===== src/rtl/yinelemeli_bolucu.sv =====
// Iterative radix-2 restoring divider for RV32M DIV/DIVU/REM/REMU.
// One quotient bit per cycle; divide-by-zero and signed overflow resolve in a single cycle.
module yinelemeli_bolucu #(
    parameter int unsigned VERI_GENISLIK = 32
) (
    input  logic                     clk_i,
    input  logic                     rst_i,
    input  logic                     basla_i,
    input  logic [VERI_GENISLIK-1:0] bolunen_i,
    input  logic [VERI_GENISLIK-1:0] bolen_i,
    input  logic                     isaretli_i,
    input  logic                     iptal_i,
    output logic                     mesgul_o,
    output logic                     hazir_o,
    output logic [VERI_GENISLIK-1:0] bolum_o,
    output logic [VERI_GENISLIK-1:0] kalan_o
);

    localparam int unsigned W  = VERI_GENISLIK;
    localparam int unsigned SW = (W > 1) ? $clog2(W) : 1;
    localparam logic [W-1:0] EnNegatif = {1'b1, {(W-1){1'b0}}};

    typedef enum logic [1:0] {StBosta, StHesapla, StIsaret, StBitti} durum_e;

    durum_e         durum_q, durum_d;
    logic [SW-1:0]  sayac_q, sayac_d;
    logic [W-1:0]   q_q, q_d;
    logic [W-1:0]   d_q, d_d;
    logic [W:0]     r_q, r_d;
    logic           neg_bolum_q, neg_bolum_d;
    logic           neg_kalan_q, neg_kalan_d;
    logic [W-1:0]   bolum_q, bolum_d;
    logic [W-1:0]   kalan_q, kalan_d;

    logic [W-1:0]   bolunen_mut, bolen_mut;
    logic           sifira_bolme, tasma;
    logic [W:0]     kaydir;
    logic [W+1:0]   fark;

    assign bolunen_mut  = (isaretli_i && bolunen_i[W-1]) ? -bolunen_i : bolunen_i;
    assign bolen_mut    = (isaretli_i && bolen_i[W-1]) ? -bolen_i : bolen_i;
    assign sifira_bolme = (bolen_i == '0);
    assign tasma        = isaretli_i && (bolunen_i == EnNegatif) && (bolen_i == '1);

    // Shift next dividend bit into the partial remainder, then trial-subtract.
    assign kaydir = {r_q[W-1:0], q_q[W-1]};
    assign fark   = {1'b0, kaydir} - {2'b00, d_q};

    always_comb begin
        durum_d     = durum_q;
        sayac_d     = sayac_q;
        q_d         = q_q;
        d_d         = d_q;
        r_d         = r_q;
        neg_bolum_d = neg_bolum_q;
        neg_kalan_d = neg_kalan_q;
        bolum_d     = bolum_q;
        kalan_d     = kalan_q;

        if (iptal_i) begin
            durum_d = StBosta;
        end else begin
            unique case (durum_q)
                StBosta, StBitti: begin
                    if (basla_i) begin
                        if (sifira_bolme) begin
                            bolum_d = '1;
                            kalan_d = bolunen_i;
                            durum_d = StBitti;
                        end else if (tasma) begin
                            bolum_d = bolunen_i;
                            kalan_d = '0;
                            durum_d = StBitti;
                        end else begin
                            q_d         = bolunen_mut;
                            d_d         = bolen_mut;
                            r_d         = '0;
                            neg_bolum_d = isaretli_i && (bolunen_i[W-1] ^ bolen_i[W-1]);
                            neg_kalan_d = isaretli_i && bolunen_i[W-1];
                            sayac_d     = SW'(W - 1);
                            durum_d     = StHesapla;
                        end
                    end
                end
                StHesapla: begin
                    if (!fark[W+1]) begin
                        r_d = fark[W:0];
                        q_d = {q_q[W-2:0], 1'b1};
                    end else begin
                        r_d = kaydir;
                        q_d = {q_q[W-2:0], 1'b0};
                    end
                    if (sayac_q == '0) begin
                        durum_d = StIsaret;
                    end else begin
                        sayac_d = sayac_q - 1'b1;
                    end
                end
                StIsaret: begin
                    bolum_d = neg_bolum_q ? -q_q : q_q;
                    kalan_d = neg_kalan_q ? -r_q[W-1:0] : r_q[W-1:0];
                    durum_d = StBitti;
                end
                default: durum_d = StBosta;
            endcase
        end
    end

    always_ff @(posedge clk_i) begin
        if (rst_i) begin
            durum_q     <= StBosta;
            sayac_q     <= '0;
            q_q         <= '0;
            d_q         <= '0;
            r_q         <= '0;
            neg_bolum_q <= 1'b0;
            neg_kalan_q <= 1'b0;
            bolum_q     <= '0;
            kalan_q     <= '0;
        end else begin
            durum_q     <= durum_d;
            sayac_q     <= sayac_d;
            q_q         <= q_d;
            d_q         <= d_d;
            r_q         <= r_d;
            neg_bolum_q <= neg_bolum_d;
            neg_kalan_q <= neg_kalan_d;
            bolum_q     <= bolum_d;
            kalan_q     <= kalan_d;
        end
    end

    assign mesgul_o = (durum_q == StHesapla) || (durum_q == StIsaret);
    assign hazir_o  = (durum_q == StBitti);
    assign bolum_o  = bolum_q;
    assign kalan_o  = kalan_q;

endmodule


===== config.mk =====
export PLATFORM = sky130hd
export DESIGN_NAME = yinelemeli_bolucu
export DESIGN_NICKNAME = d
export VERILOG_FILES = /design/src/rtl/yinelemeli_bolucu.sv
export SDC_FILE = /design/constraint.sdc
export NUM_CORES = 1
export LEC_CHECK = 0
export CORE_MARGIN = 5
export CORE_UTILIZATION = 47
export DETAILED_ROUTE_END_ITERATION = 12
export GPL_TIMING_DRIVEN = 0
export PLACE_DENSITY_LB_ADDON = 0.08
export SLEW_MARGIN = 15
export SYNTH_ARGS = -nofsm -noshare
export SYNTH_HDL_FRONTEND = slang
export SYNTH_SLANG_ARGS = --single-unit

===== constraint.sdc =====
create_clock -name clk_i -period 9.69 [get_ports clk_i]
set_clock_uncertainty 0.15 [all_clocks]
set_input_delay 1.938 -clock clk_i [delete_from_list [all_inputs] [get_ports clk_i]]
set_output_delay 1.938 -clock clk_i [all_outputs]
set_load 0.1 [all_outputs]

==> impl_metrics.yaml, run 1 <==
status:
  status: "finished, final reports clean"
clock_network:
  clock_insertion_delay_worst_skew_ns: 0.45
  cts_root_buf: "clkbuf_16"
  clkSinkCount: 169
  cts_hold_buf: 0
  cts_tree: "yes"
  numCtsBuffers: 17
  cts-resized-gates: 0
  htree_levels: 4
  clockBufferDepth: 2
  clk_pin_slew_ns: 0.07
  postCtsSetupBuffers: 0
pwr:
  ir_drop_mv: 0.0989
  p_leak_uw: 0.00514
  power.total_uw: 1920
  p_per_area_nw_per_um2: 140
layout:
  layout.nets: 1752
  final_cell_mix: "178 x nor2_1, 169 x dfxtp_1, 162 x nand2_1"
  utilization_pct: 56.9
  layout_commonest_cell: "nor2_1"
  diodes: 0
  drive_gt1_share_pct: 4.36
  syn_to_final_growth_pct: 20.3
timing:
  setup_tns_ns: 0
  max_slew.worst_pin.slew_ns: 1.19
  setup_slack_ns: 3.92
  rsz0062_at_grt: "no"
  setup_viol: 0
  hold_violations: 0
  slew_violations: 0
  maxSlewHeadroom_pct: 19.7
  fmax_mhz: 173
  period_share_pct: 59.5
  fin_crit_ns: 5.77
place:
  place_congestion: 0.982
  io_buffer_count: 131
  place_ws_ns: 3.61
  hpwl_um: 31100
yosys:
  yosys_register_bits: 169
  synth_area_um2: 11400
  synth-seq-area-share_pct: 29.6
  synth-warning-count: 0
  synth_top_area_share_pct: 29.6
  synthesis.nets: 1602
  netlist-cell-type-count: 67
  synth_ff_type: "dfxtp_1"
  async_flop_share_pct: 0
  syn_inst: 1489
  avgSynthCellArea_um2: 7.66
  synth_edf_count: 0
  synth_area_leaders: "dfxtp_1 30%, nor2_1 5.9%, xnor2_1 5.5%, nand2_1 5.3%, xor2_1 5.2%"
  yosysTopAreaCell: "dfxtp_1"
worst_setup_path:
  r2r_end: "r_q[15]"
  start_kind: "primary input"
  regToRegStartpoint: "r_q[11]"
  critPathArrivalTime_ns: 6.01
  reg2regPathDepth: 12
  timing.reg2reg.setup_slack_ns: 5.55
  path_max_fanout: 9
  critical_path_class: "in -> reg"
  end_kind: "flop"
  critPathRequiredTime_ns: 9.93
floorplan:
  initial_core_util_pct: 47.3
  die_w_um: 166
  io_pins: 135
  die_area_um2: 27500
  rows: 57
  die_h_um: 166
  core_um2: 24100
detailed_routing:
  wl_per_cell_um: 19.9
  first_pass_iters: 5
  num_vias: 11600
  drc: 0
  routed_wl_um: 39400
  via_per_inst: 5.85
  drt_iter0_drc: 809
  detail-route-antenna-nets: 0
hold_path:
  min_path_cells: 2
  hold_end: "bolum_o[26]"
  hold_class: "reg -> reg"
  min-delay-start: "bolum_o[26]"
run:
  maxCapViolCount: 0
grt:
  grt_pass1_vias: 11100
  grt_start_max_net_pins: 17
  overflow: 0
  grt_pass1_wl_um: 61600
  track_usage_pct: 27.8
  antenna_found_initial: 0
cells by family (layout without fill, tap and decap cells):
group,Yosys count,count (layout),synth area share [%]
AOI/OAI and AO/OA,416,416,24.0
and+or+nand+nor,530,530,21.4
muxes,48,48,4.22
xor gates and xnor gates,140,140,10.7
adders and majority gates,44,44,4.89
buffers and inverters,142,305,5.00
DFF,169,169,29.6
metrics by stage:
| stage | hold slack, ns | cell area [um^2] | std cells |
|---|---|---|---|
| after floorplan | 0.272 | 11400 | 1489 |
| after global placement | 0.288 | 13100 | 1944 |
| after detailed placement | 0.296 | 13100 | 1944 |
| after CTS | 0.304 | 13700 | 1976 |
| after global routing | 0.324 | 13700 | 1976 |
| final | 0.301 | 13700 | 1976 |
Yosys cell counts (all sizes together) (3+ instances only):
cell type	n
xnor2	72
o41ai	21
o211ai	18
nor4	10
nand2b	14
o21bai	4
nor2	178
clkbuf	71
nand3	26
buf	18
o311ai	6
nor2b	7
mux2i	47
xor2	68
ha	43
dfxtp	169
a21o	20
a31o	3
a221oi	30
and2	6
or4	18
o31ai	33
nor3	63
or3	14
or2	4
a32oi	5
a21oi	108
o21ai	103
a2111oi	3
and3	8
o21a	4
a211oi	40
nor4b	3
nand2	162
nand4	11
a31oi	4
inv	53
worst max-delay path by stage:
stage / start / endpoint / slack [ns] / cells past startpoint
6_report: bolen_i[0] / r_q[10] / 3.92 / 10
5_1_grt: bolen_i[2] / kalan_o[12] / 3.84 / 13
4_1_cts: bolen_i[0] / r_q[10] / 4.06 / 10
3_5_place_dp: bolen_i[0] / r_q[10] / 3.61 / 10
3_3_place_gp: bolen_i[2] / bolum_o[25] / 3.63 / 12
2_1_floorplan: bolunen_i[24] / kalan_o[14] / 5.05 / 11
per-layer routing:
layer	global-route usage (%)	routed length (um)	vias up
met4	13.2	1900	0
met2	46.8	18300	450
met5	0	0	-
met3	4.43	2350	102
met1	34.9	16800	5336
li1	-	-	5669
registers in the layout (all words and copies together) (netlist names), 2 cells and up:
register  count
bolum_o      32
d_q          32
kalan_o      32
q_q          32
r_q          32
sayac_q       5
durum_q       2
power breakdown:
part | switching (uW) | total (uW) | internal (uW) | leakage [uW]
registers | 30.9 | 756 | 725 | 0.00137
logic | 286 | 452 | 166 | 0.00348
clock network | 322 | 714 | 393 | 0.000286
total | 638 | 1920 | 1280 | 0.00514
area by class of cell:
cell class	count	area, um^2
clock buffers	18	439
flip-flops and latches	169	3380
plain buffers	89	372
inverters	53	199
clock inverters	14	160
multi-input cells	1178	7460
fillers	2415	10400
repair buffers	131	1310
well taps	324	405
critical path, stage by stage:
cell             delay, ns
clkdlybuf4s50_1       0.65
inv_1                 0.08
ha_1                  0.25
nand2_1               0.27
nor3_1                0.16
and4_1                0.29
o41ai_2               1.02
nand3_1               0.58
or4_1                 0.68
nand3_1               0.09
Note: power is estimated with default switching activity, not from simulation.
==> inputs of run 2 (changes only) <==
==> constraint.sdc (replaced) <==
create_clock -name clk_i -period 5.85 [get_ports clk_i]
set_clock_uncertainty 0.15 [all_clocks]
set_input_delay 1.17 -clock clk_i [delete_from_list [all_inputs] [get_ports clk_i]]
set_output_delay 1.17 -clock clk_i [all_outputs]
set_load 0.1 [all_outputs]
==> results of run 2 <==
Same layout as run 1 (identical final DEF). Status: finished, final reports clean.
Main changes from that run: setup slack after placement 3.61 ns -> 0.543 ns; setup slack after layout 3.92 ns -> 0.850 ns; register-to-register setup slack 5.55 ns -> 1.71 ns; total power 1920 uW -> 3180 uW; worst IR drop on VDD 0.0989 mV -> 0.164 mV
==> inputs of run 3 (changes only) <==
--- a/config.mk
+++ b/config.mk
@@ -5,8 +5,10 @@
 export SDC_FILE = /design/constraint.sdc
 export NUM_CORES = 1
 export LEC_CHECK = 0
+export ABC_AREA = 1
 export CORE_MARGIN = 5
 export CORE_UTILIZATION = 47
+export CTS_CLUSTER_DIAMETER = 150
 export DETAILED_ROUTE_END_ITERATION = 12
 export GPL_TIMING_DRIVEN = 0
 export PLACE_DENSITY_LB_ADDON = 0.08
==> constraint.sdc (replaced) <==
create_clock -name clk_i -period 5.85 [get_ports clk_i]
set_clock_uncertainty 0.15 [all_clocks]
set_input_delay 1.17 -clock clk_i [delete_from_list [all_inputs] [get_ports clk_i]]
set_output_delay 1.17 -clock clk_i [all_outputs]
set_load 0.05 [all_outputs]
==> impl_metrics.yaml, run 3 <==
yosys:
  synth_edf_count: 0
  synthesis.nets: 2370
  synth_top_area_share_pct: 25.8
  synthMuxAreaShare_pct: 0
  synth-compound-area-share_pct: 17.6
  synth_fa_ha_area_share_pct: 4.25
  synth_area_leaders: "dfxtp_1 26%, nand2_1 19%, a21oi_1 8.4%, inv_1 8.4%, o21ai_0 7.4%"
  synth_common_cells: "652 x nand2_1, 293 x inv_1, 225 x nor2_1"
  yosys.area_share.simple_pct: 36.4
  synth-warning-count: 0
  synth_area_um2: 13100
  synth-xor-area-share_pct: 4.34
  yosysTopAreaCell: "dfxtp_1"
  synth_top_family_by_area: "simple AND/OR/NAND/NOR gates"
  yosysMostFrequentCell: "nand2_1"
  netlist-cell-type-count: 50
  avgSynthCellArea_um2: 5.82
  syn_inst: 2257
  yosys_register_bits: 169
  synth_ff_type: "dfxtp_1"
  async_flop_share_pct: 0
  synth-seq-area-share_pct: 25.8
worst_setup_path:
  critical_path_class: "in -> reg"
  max_stage_delay_ns: 0.40
  start_kind: "primary input"
  critPathArrivalTime_ns: 4.05
  reg2regPathDepth: 14
  regToRegStartpoint: "d_q[8]"
  critical-path-top-delay-family: "simple AND/OR/NAND/NOR gates"
  crit_path_end: "kalan_o[31]"
  r2r_end: "r_q[31]"
  cp.buffers_inverters: 4
  slowest_stage: "clkdlybuf4s50_1"
  crit_chain: "clkdlybuf4s50_1 > inv_1 > ha_1 > nand3_1 > nor2_2 > nand3_1 > nor2_1 > nand2_1 > nand3_1 > nand2_1 > inv_2 > buf_2 > o21ai_0 > nor2_1 > nor2_1"
  timing.reg2reg.setup_slack_ns: 2.74
  end_kind: "flop"
  cp.depth: 15
  critPathRequiredTime_ns: 6.03
  path_max_fanout: 10
  crit_start: "bolunen_i[0]"
floorplan:
  io_pins: 135
  core_um2: 27700
  initial_core_util_pct: 47.4
  rows: 61
  die_h_um: 177
  die_area_um2: 31400
  die_w_um: 177
layout:
  nFillCells: 2918
  final-seq-area_um2: 3380
  final_cell_mix: "652 x nand2_1, 293 x inv_1, 225 x nor2_1"
  drive_gt1_share_pct: 3.63
  final_cell_count_no_fill: 2799
  layout.nets: 2522
  final_area_um2: 15500
  multi_input_area_um2: 8230
  layout_commonest_cell: "nand2_1"
  syn_to_final_growth_pct: 18.1
  diodes: 0
place:
  hpwl_um: 42500
  place_congestion: 0.977
  place_inst: 2768
  place_area_um2: 14900
  io_buffer_count: 133
timing:
  setup_tns_ns: 0
  rsz0062_at_grt: "no"
  maxSlewHeadroom_pct: 39.0
  slew_violations: 0
  fin_crit_ns: 3.86
  period_share_pct: 66.0
  hold_violations: 0
  setup_viol: 0
  max_slew.worst_pin.slew_ns: 0.915
  fmax_mhz: 259
clock_network:
  cts-resized-gates: 0
  cts_hold_buf: 0
  numCtsBuffers: 17
  htree_levels: 4
  clk_pin_slew_ns: 0.08
  clock_insertion_delay_worst_skew_ns: 0.44
  clkSinkCount: 169
  clockBufferDepth: 2
  cts_root_buf: "clkbuf_16"
  cts_tree: "yes"
  postCtsSetupBuffers: 0
pwr:
  p_per_area_nw_per_um2: 227
  power.total_uw: 3520
  p_leak_uw: 0.00732
  ir_drop_mv: 0.163
grt:
  overflow: 0
  track_usage_pct: 32.6
  grt_start_max_net_pins: 17
  antenna_found_initial: 0
  grt_pass1_vias: 13800
  grt_pass1_wl_um: 78900
detailed_routing:
  num_vias: 15600
  detail-route-antenna-nets: 0
  first_pass_iters: 6
  via_per_inst: 5.56
  wl_per_cell_um: 18.8
  drt_iter0_drc: 1743
  routed_wl_um: 52700
  drc: 0
hold_path:
  hold_class: "reg -> reg"
status:
  status: "finished, final reports clean"
run:
  maxCapViolCount: 0
-- run 3: cell types whose count changed after synthesis, sizes merged, moves of 30 or more --
| cell | previous run | this run |
|---|---|---|
| nand2 | 162 | 655 |
| inv | 53 | 296 |
| nand3 | 26 | 177 |
| a21oi | 108 | 221 |
| o21ai | 103 | 196 |
| nor2 | 178 | 231 |
| xnor2 | 72 | 20 |
| mux2i | 47 | 0 |
| a211oi | 40 | 0 |
| o31ai | 33 | 2 |
| a221oi | 30 | 0 |
-- run 3: layer usage --
metal  vias up  global-route usage [%]  routed length, um
met2       756                    49.1              22200
li1       7553                       -                  -
met3        77                    5.58               4840
met4         0                    7.70               1020
met5         -                       0                  0
met1      7189                    48.5              24700
-- run 3: cell type report --
cell class	instances	share of cell area [%]
multi-input combinational	1703	53.1
sequential	169	21.8
timing repair buffer	133	8.59
inverter	300	7.26
tap	378	3.05
clock buffer	19	2.79
buffer	85	2.54
clock inverter	12	0.864
-- run 3: metrics by stage --
step           hold WS [ns]  worst slack [ns]  util [%]
6_report              0.315              1.99      56.0
5_1_grt               0.328              1.80      56.0
4_1_cts               0.314              2.12      56.0
3_5_place_dp          0.304              1.67      53.9
3_3_place_gp          0.302              1.76      53.9
2_1_floorplan         0.285              2.90         -
-- run 3: worst min-delay path by stage --
stage / start / to / slack [ns] / cells past startpoint
CTS: q_q[31] / q_q[31] / 0.31 / 2
finish: q_q[31] / q_q[31] / 0.32 / 2
global placement: q_q[31] / q_q[31] / 0.30 / 2
global route: sayac_q[4] / sayac_q[4] / 0.33 / 2
detailed placement: q_q[31] / q_q[31] / 0.30 / 2
floorplan: d_q[14] / d_q[14] / 0.29 / 2
-- run 3: cell families after synthesis --
kind of cell	Yosys count
XOR/XNOR	65
AND/OR/NAND/NOR	1146
adder cells (fa/ha/maj)	44
buffers and inverters	385
flip-flops	169
AO/OA/AOI/OAI	448
-- run 3: tightest hold or removal path, cell delays in order, from the launching register on --
cell     delay (ns)
dfxtp_1        0.31
nand2_1        0.06
a21oi_1        0.05
-- run 3: power by group --
group          switching (uW)  total [uW]  internal (uW)  leakage [uW]
combinational             761        1100            340       0.00567
sequential               53.1        1280           1220       0.00138
clock                     545        1150            602      0.000272
total                    1360        3520           2160       0.00732
